**config.mk**
```make
export PLATFORM = sky130hd
export DESIGN_NAME = pipeline_hazard_ctrl
export DESIGN_NICKNAME = d
export VERILOG_FILES = /design/src/rtl/pipeline_hazard_ctrl.sv
export SDC_FILE = /design/constraint.sdc
export NUM_CORES = 1
export LEC_CHECK = 0
export CAP_MARGIN = 30
export CORE_MARGIN = 5
export CORE_UTILIZATION = 50
export CTS_BUF_LIST = sky130_fd_sc_hd__clkbuf_2 sky130_fd_sc_hd__clkbuf_4 sky130_fd_sc_hd__clkbuf_8
export DETAILED_ROUTE_END_ITERATION = 6
export PLACE_DENSITY = 0.83
export SLEW_MARGIN = 20
export SYNTH_ARGS = -nofsm -noshare
export SYNTH_HDL_FRONTEND = slang
export SYNTH_SLANG_ARGS = --single-unit
```
**constraint.sdc**
```tcl
create_clock -name clk -period 4.15 [get_ports clk]
set_input_delay 0.6225 -clock clk [delete_from_list [all_inputs] [get_ports clk]]
set_output_delay 0.6225 -clock clk [all_outputs]
set_load 0.01 [all_outputs]
```
**src/rtl/pipeline_hazard_ctrl.sv**
```systemverilog
// Hazard and issue controller for the 3-stage IF/ID/EXE register-file pipeline.
// Tracks the instruction in EXE, stalls IF/ID during multi-cycle ops, drives
// the ID forwarding selects and register-file write port, and keeps counters.
module pipeline_hazard_ctrl #(
  parameter int unsigned MC_LAT = 4,
  parameter int unsigned CNT_W  = 32
) (
  input  logic             clk,
  input  logic             rst,
  input  logic             id_valid,
  input  logic [4:0]       id_rs1,
  input  logic [4:0]       id_rs2,
  input  logic             id_use_rs1,
  input  logic             id_use_rs2,
  input  logic [4:0]       id_rd,
  input  logic             id_we,
  input  logic             id_mc,
  input  logic             exe_redirect,
  output logic             pc_en,
  output logic             ifid_en,
  output logic             ifid_flush,
  output logic             idexe_load,
  output logic             fwd_a,
  output logic             fwd_b,
  output logic             rf_we,
  output logic [4:0]       rf_waddr,
  output logic             exe_busy,
  output logic [CNT_W-1:0] stall_cnt,
  output logic [CNT_W-1:0] issue_cnt
);

  typedef enum logic [1:0] {
    EMPTY   = 2'd0,
    ACTIVE  = 2'd1,
    MC_WAIT = 2'd2
  } state_t;

  // MC_WAIT lasts MC_LAT-1 cycles, so the countdown starts at MC_LAT-2.
  localparam logic [3:0] MC_INIT = 4'(MC_LAT - 2);

  state_t           state_q;
  logic [3:0]       cnt_q;
  logic [4:0]       exe_rd_q;
  logic             exe_we_q;
  logic [CNT_W-1:0] stall_cnt_q, stall_cnt_d;
  logic [CNT_W-1:0] issue_cnt_q, issue_cnt_d;

  logic stall;
  logic kill;
  logic issue;

  // Hazard decode and datapath control derived from the EXE slot state.
  always_comb begin
    stall      = (state_q == MC_WAIT);
    kill       = (state_q == ACTIVE) & exe_redirect;
    issue      = id_valid & ~stall & ~kill;
    pc_en      = ~stall;
    ifid_en    = ~stall;
    ifid_flush = kill;
    idexe_load = issue;
    exe_busy   = stall;
    rf_we      = (state_q == ACTIVE) & exe_we_q & (exe_rd_q != 5'd0);
    rf_waddr   = exe_rd_q;
    fwd_a      = rf_we & id_use_rs1 & (id_rs1 == exe_rd_q);
    fwd_b      = rf_we & id_use_rs2 & (id_rs2 == exe_rd_q);
  end

  // EXE-slot FSM: occupancy, multi-cycle countdown and destination capture.
  always_ff @(posedge clk) begin
    if (rst) begin
      state_q  <= EMPTY;
      cnt_q    <= '0;
      exe_rd_q <= '0;
      exe_we_q <= 1'b0;
    end else begin
      case (state_q)
        MC_WAIT: begin
          if (cnt_q == 4'd0) state_q <= ACTIVE;
          else               cnt_q   <= cnt_q - 4'd1;
        end
        default: begin
          if (issue) begin
            exe_rd_q <= id_rd;
            exe_we_q <= id_we;
            if (id_mc) begin
              state_q <= MC_WAIT;
              cnt_q   <= MC_INIT;
            end else begin
              state_q <= ACTIVE;
            end
          end else begin
            state_q <= EMPTY;
          end
        end
      endcase
    end
  end

  // Next values of the wrapping performance counters.
  always_comb begin
    stall_cnt_d = stall_cnt_q + CNT_W'(stall);
    issue_cnt_d = issue_cnt_q + CNT_W'(issue);
  end

  // Performance counter registers.
  always_ff @(posedge clk) begin
    if (rst) begin
      stall_cnt_q <= '0;
      issue_cnt_q <= '0;
    end else begin
      stall_cnt_q <= stall_cnt_d;
      issue_cnt_q <= issue_cnt_d;
    end
  end

  assign stall_cnt = stall_cnt_q;
  assign issue_cnt = issue_cnt_q;

endmodule

```
==> impl_metrics.yaml <==
power_and_ir_drop:
  powerDensity_nw_per_um2: 279.4
  ir_drop_v: 0.0002134
  fin_total_pwr_uw: 1373
  p_leak_uw: 0.001600
finish:
  layout-drive-gt1-share: 0.06250
  antenna_cells: 0
  n_fill_cell: 599
  area_growth_pct: 32.76
  fin_nets: 555
  register_area_sq_um: 1521
  multi_input_area_sq_um: 2016
  fin_util: 0.6811
clocking:
  cts_hold_repair.buffers: 0
  cts_tree: "built"
  clk_pin_slew_ns: 0.08
  clkLatencyLatePin_ns: 0.33
  clkSinkCount: 76
  post_cts_resized: 0
  cts_root_buf: "clkbuf_8"
  postCtsSetupRepairBufs: 0
  htree_levels: 3
  cts_inserted_buffers: 9
  cts.path.max_buffers: 2
setup_path:
  reg2reg_depth: 8
  critical_path_class: "in -> reg"
  worst_setup_path_end_kind: "register"
  arrival_ns: 3.43
  path_max_fanout: 12
  max_stage_delay_ns: 0.50
  path_common_cell: "ha_1"
  start_kind: "input pin"
  cp_cell_sequence: "clkdlybuf4s50_1, nand3b_1, and3_1, ha_1, ha_1, nand3_1, or3_1, or4_1, a21oi_1"
  required_ns: 4.41
  critPathSlowestCell: "or3_1"
timing:
  skew_ns: 0.01272
  finalHoldViolCount: 0
  slew_headroom: 0.5599
  worstMarginPinSlew_ns: 0.6602
  min_period_over_period: 0.7633
  rsz0062_at_grt: "no"
  fin_crit_ns: 3.168
  fmax_ghz: 0.3157
  setup_viol: 0
  tns_ns: 0
  final_max_slew_viol_count: 0
floorplan:
  rows: 31
  pin_count: 100
  core-area_sq_um: 7214
  die_h_microns: 96.04
  start_util: 0.5130
  die-width_microns: 96.04
  dieArea_sq_um: 9223
global_routing:
  gr-usage-all-layers: 0.2055
  grt_max_degree: 40
  grt_pass1_wl_microns: 15320
  grt_pass1_vias: 3411
  overflow: 0
  antenna_found_initial: 0
routing:
  via_per_inst: 5.563
  drc: 0
  wl_per_cell_microns: 14.55
  drtAntennaViolNets: 0
  vias: 3488
  finalWirelength_microns: 9124
  dr.first_iter.drc_count: 155
  drtPass1Iterations: 4
yosys:
  syn_nets: 467
  synthArstFlopShare: 0
  ys_ff_latch: 76
  ys_warn_count: 0
  ys.flop_type: "dfxtp_1"
  netlist_area_sq_um: 3701
  ys_types: 40
  synth_seq_area_share: 0.4111
  synthCells: 437
  syn_avg_cell_area_sq_um: 8.469
  synth_edf_count: 0
run_status:
  outcome: "completed"
placed_design:
  io_buffers: 99
  gp_congestion: 0.8884
  place_hpwl_microns: 6613
min_path:
  hold_class: "reg -> reg"
  hold_depth: 2
run:
  drv_cap: 0
[stage by stage]
stage / instance area, sq um / hold slack, ns / setup slack, ns / instances
2_1_floorplan: 3701 / 0.4612 / 1.241 / 437
3_3_place_gp: 4718 / 0.4710 / 0.9049 / 612
3_5_place_dp: 4738 / 0.4749 / 0.6951 / 613
4_1_cts: 4913 / 0.4884 / 1.034 / 627
5_1_grt: 4913 / 0.5105 / 0.8184 / 627
6_report: 4913 / 0.4835 / 0.9823 / 627
[logic make-up after synthesis]
kind of cell / count (synthesis) / synth area share
adder cells (fa/ha/maj): 7 / 0.02366
multiplexers: 15 / 0.04361
AND/OR/NAND/NOR: 199 / 0.2962
AO/OA/AOI/OAI: 70 / 0.1102
flip-flops: 76 / 0.4111
buffers and inverters: 40 / 0.04429
XOR/XNOR: 30 / 0.07099
[registers in the layout, indices dropped and copies added (netlist names)]
| signal | cells |
|---|---|
| cnt_q | 4 |
| rf_waddr | 5 |
| issue_cnt | 32 |
| state_q | 2 |
| stall_cnt | 32 |
| exe_we_q | 1 |
[power by group]
part	switching [uW]	internal, uW	total, uW
Combinational	51.1	62.6	114
Sequential	12.6	739	752
Clock	249	258	507
Total	313	1060	1370
[area by class of cell]
type | count | area share
well taps | 99 | 0.02521
multi-input cells | 321 | 0.4102
flip-flops and latches | 76 | 0.3097
clock buffers | 12 | 0.03361
inverters | 15 | 0.01146
clock inverters | 2 | 0.002037
repair buffers | 102 | 0.2078
[worst max-delay path, delay by kind of cell]
family	cells	cell delay [ns]
fa+ha+maj	2	0.52
compound gates	1	0.16
simple gates	5	1.70
buf+inv	1	0.42
[synthesized netlist by cell type, types with 3 or more instances]
| cell type | instances | area share |
|---|---|---|
| xor2_1 | 7 | 0.017 |
| ha_1 | 7 | 0.024 |
| and2_1 | 3 | 0.0051 |
| nor2_1 | 38 | 0.039 |
| mux2_2 | 9 | 0.027 |
| nor2b_1 | 13 | 0.022 |
| and4_1 | 6 | 0.014 |
| o31ai_1 | 13 | 0.026 |
| nor3_1 | 7 | 0.0095 |
| or4_1 | 18 | 0.037 |
| nand2_1 | 28 | 0.028 |
| dfxtp_1 | 76 | 0.41 |
| nand3_1 | 24 | 0.032 |
| nand3b_1 | 4 | 0.0081 |
| nand4_1 | 15 | 0.025 |
| inv_1 | 15 | 0.015 |
| clkbuf_1 | 19 | 0.019 |
| mux2i_1 | 6 | 0.016 |
| a21oi_1 | 33 | 0.045 |
| o21ai_0 | 16 | 0.022 |
| xnor2_1 | 23 | 0.054 |
| nor4_1 | 16 | 0.027 |
| and3_1 | 5 | 0.0085 |
| or3_1 | 16 | 0.027 |
[placed cells by master (no fill, tap or decap), types with 2 or more instances in the layout]
master / Yosys / layout
nor2b_1: 13 / 13
or3_1: 16 / 16
nand4_1: 15 / 15
and2_1: 3 / 3
nor2_1: 38 / 38
mux2i_1: 6 / 6
clkdlybuf4s50_1: 0 / 98
xor2_1: 7 / 7
and4_1: 6 / 6
o31ai_1: 13 / 13
buf_4: 1 / 2
and3_1: 5 / 5
mux2_2: 9 / 9
clkinv_2: 0 / 2
nand3_1: 24 / 24
xnor2_1: 23 / 23
o21ai_0: 16 / 16
or2_2: 2 / 2
clkbuf_8: 0 / 12
dfxtp_1: 76 / 76
a31oi_1: 2 / 2
ha_1: 7 / 7
a21oi_1: 33 / 33
nor3_1: 7 / 7
or4_1: 18 / 18
nand3b_1: 4 / 4
nand2_1: 28 / 28
inv_1: 15 / 15
nor4_1: 16 / 16
[worst paths after layout]
check / end / startpoint / slack (ns)
hold reg to reg: stall_cnt[31] / stall_cnt[31] / 0.48
setup reg to reg: stall_cnt[26] / state_q[0] / 1.10
setup / recovery: issue_cnt[18] / exe_redirect / 0.98
hold / removal: stall_cnt[31] / stall_cnt[31] / 0.48
[routing by layer]
metal | GRT usage | up-vias | wire (microns)
li1 | - | 1753 | -
met1 | 0.2409 | 1615 | 3877
met2 | 0.3502 | 106 | 4393
met3 | 0.06959 | 14 | 748
met4 | 0.06754 | 0 | 104
met5 | 0 | - | 0
Note: power is estimated with default switching activity, not from simulation.
==> edit (config.mk and constraints unchanged) <==
Change the parameter `CNT_W` from 32 to 24.
--- a/src/rtl/pipeline_hazard_ctrl.sv
+++ b/src/rtl/pipeline_hazard_ctrl.sv
@@ -3,7 +3,7 @@
 // the ID forwarding selects and register-file write port, and keeps counters.
 module pipeline_hazard_ctrl #(
   parameter int unsigned MC_LAT = 4,
-  parameter int unsigned CNT_W  = 32
+  parameter int unsigned CNT_W  = 24
 ) (
   input  logic             clk,
   input  logic             rst,
Interface: changed (resized issue_cnt and stall_cnt); port bits go from 100 to 84. No check against the original RTL was run, so the function may have changed too.
==> edit against the unedited design <==
Worst setup slack improved by 0.26 ns. Cell area is 20% lower. Cell count shrank 23%. Sequential share of layout area shrank 0.27 points. Wire length shrank 26%. Maximum frequency up 9.1%. Utilization grew 2.5 points. Power fell by 11%. Sequential power shrank 21%. Via count decreased by 25%. Area after synthesis decreased by 22%. Count of clock-buffer cells in the layout rose by 1. Sequential cell count is 16 lower. Clock skew fell by 0.0045 ns.
==> edit: results (changes against the unedited design) <==
status: "finished, final reports clean"
track_usage_pct: 18.7  # -1.9 points
met1_length_mm: 2.93  # -24%
yosys.cell_types.count: 45  # +13%
hold_path_startpoint: "issue_cnt[23]"
grt_pass1_vias: 2492  # -27%
hold_end: "issue_cnt[23]"
synthTopCellsByArea: "dfxtp_1 (42%), xnor2_1 (5.5%), nor2_1 (4.7%)"
postPlaceCellArea_sq_um: 3720  # -22%
seq_area_frac_synth_pct: 41.8  # +0.68 points
cp.arrival_ns: 3.18  # -0.25 ns
peakVddDrop_v: 0.000238  # +11%
met3_length_microns: 330  # -56%
wl_met2_mm: 3.35  # -24%
cp_max_fo: 10  # -2
root_buffer: "clkbuf_8"
r2r-end: "issue_cnt[20]"
drive_above_1_share_pct: 6.55  # +0.30 points
grt_max_degree: 50  # +25%
dr.pass1.iters: 5  # +1
io_buffers: 83  # -16%
cts_setup_buffers: 0  # unchanged
synth_nets: 357  # -24%
synthTopCellsByCount: "dfxtp_1 (60), nor2_1 (36), a21oi_1 (21)"
wl_per_cell_microns: 13.9  # -4.7%
cp_slowest_cell: "and3_1"
p_leak_uw: 0.00140  # -12%
hp-class: "register to register"
grt_pass1_wl_mm: 11.2  # -27%
clkSlewWorstSetupHoldPaths_ns: 0.06  # -0.02 ns
gp_congestion: 0.921  # +3.6%
drt_iter0_drc: 128  # -17%
use_met2_pct: 32.4  # -2.6 points
rrSetupSlack_ns: 1.32  # +0.22 ns
gr-usage-met3_pct: 4.23  # -2.7 points
fin_skew_ns: 0.00823  # -0.00450 ns
dpl.hpwl_mm: 4.90  # -26%
edit: cell types whose count changed in the layout (fill, tap and decap cells not counted), moves of 6 or more:
cell / before / now
a21oi_1: 33 / 21
clkdlybuf4s50_1: 98 / 82
dfxtp_1: 76 / 60
mux2_2: 9 / 1
nand2_1: 28 / 14
nand3_1: 24 / 17
nor2b_1: 13 / 7
nor4_1: 16 / 2
o31ai_1: 13 / 7
or3_1: 16 / 8
or4_1: 18 / 10
xor2_1: 7 / 15
edit: metrics by stage:
stage | worst slack [ns] | cells | hold WS (ns)
after floorplan | 1.58 | 327 | 0.456
after CTS | 1.25 | 484 | 0.483
after detailed placement | 0.941 | 469 | 0.473
after global placement | 1.01 | 469 | 0.464
final | 1.25 | 484 | 0.476
after global routing | 1.01 | 484 | 0.508
edit: where the power goes:
group	leakage [uW]	switching, uW	total (uW)	internal, uW
Clock	0.000104	210	520	310
Combinational	0.000812	46.0	104	58.3
Sequential	0.000485	11.2	597	586
edit: logic make-up after synthesis:
logic type	count (synthesis)	synth area share (%)
mux	7	2.48
xor+xnor	33	10.1
fa+ha+maj	7	3.05
compound gates	47	9.66
simple gates	145	28.4
flops	60	41.8
buf+inv	28	4.57
edit: cell type report:
type | instances | share of cell area (%)
repair buffers | 84 | 21.3
clock inverters | 2 | 0.895
well taps | 72 | 2.30
inverters | 14 | 1.34
flip-flops and latches | 60 | 30.7
multi-input cells | 239 | 39.4
clock buffers | 13 | 4.09
edit: worst reg2reg max path: cells and delay by family (launching register included):
| family | cells | cell delay (ns) |
|---|---|---|
| fa+ha+maj | 2 | 0.51 |
| flops | 1 | 0.35 |
| simple gates | 6 | 1.92 |
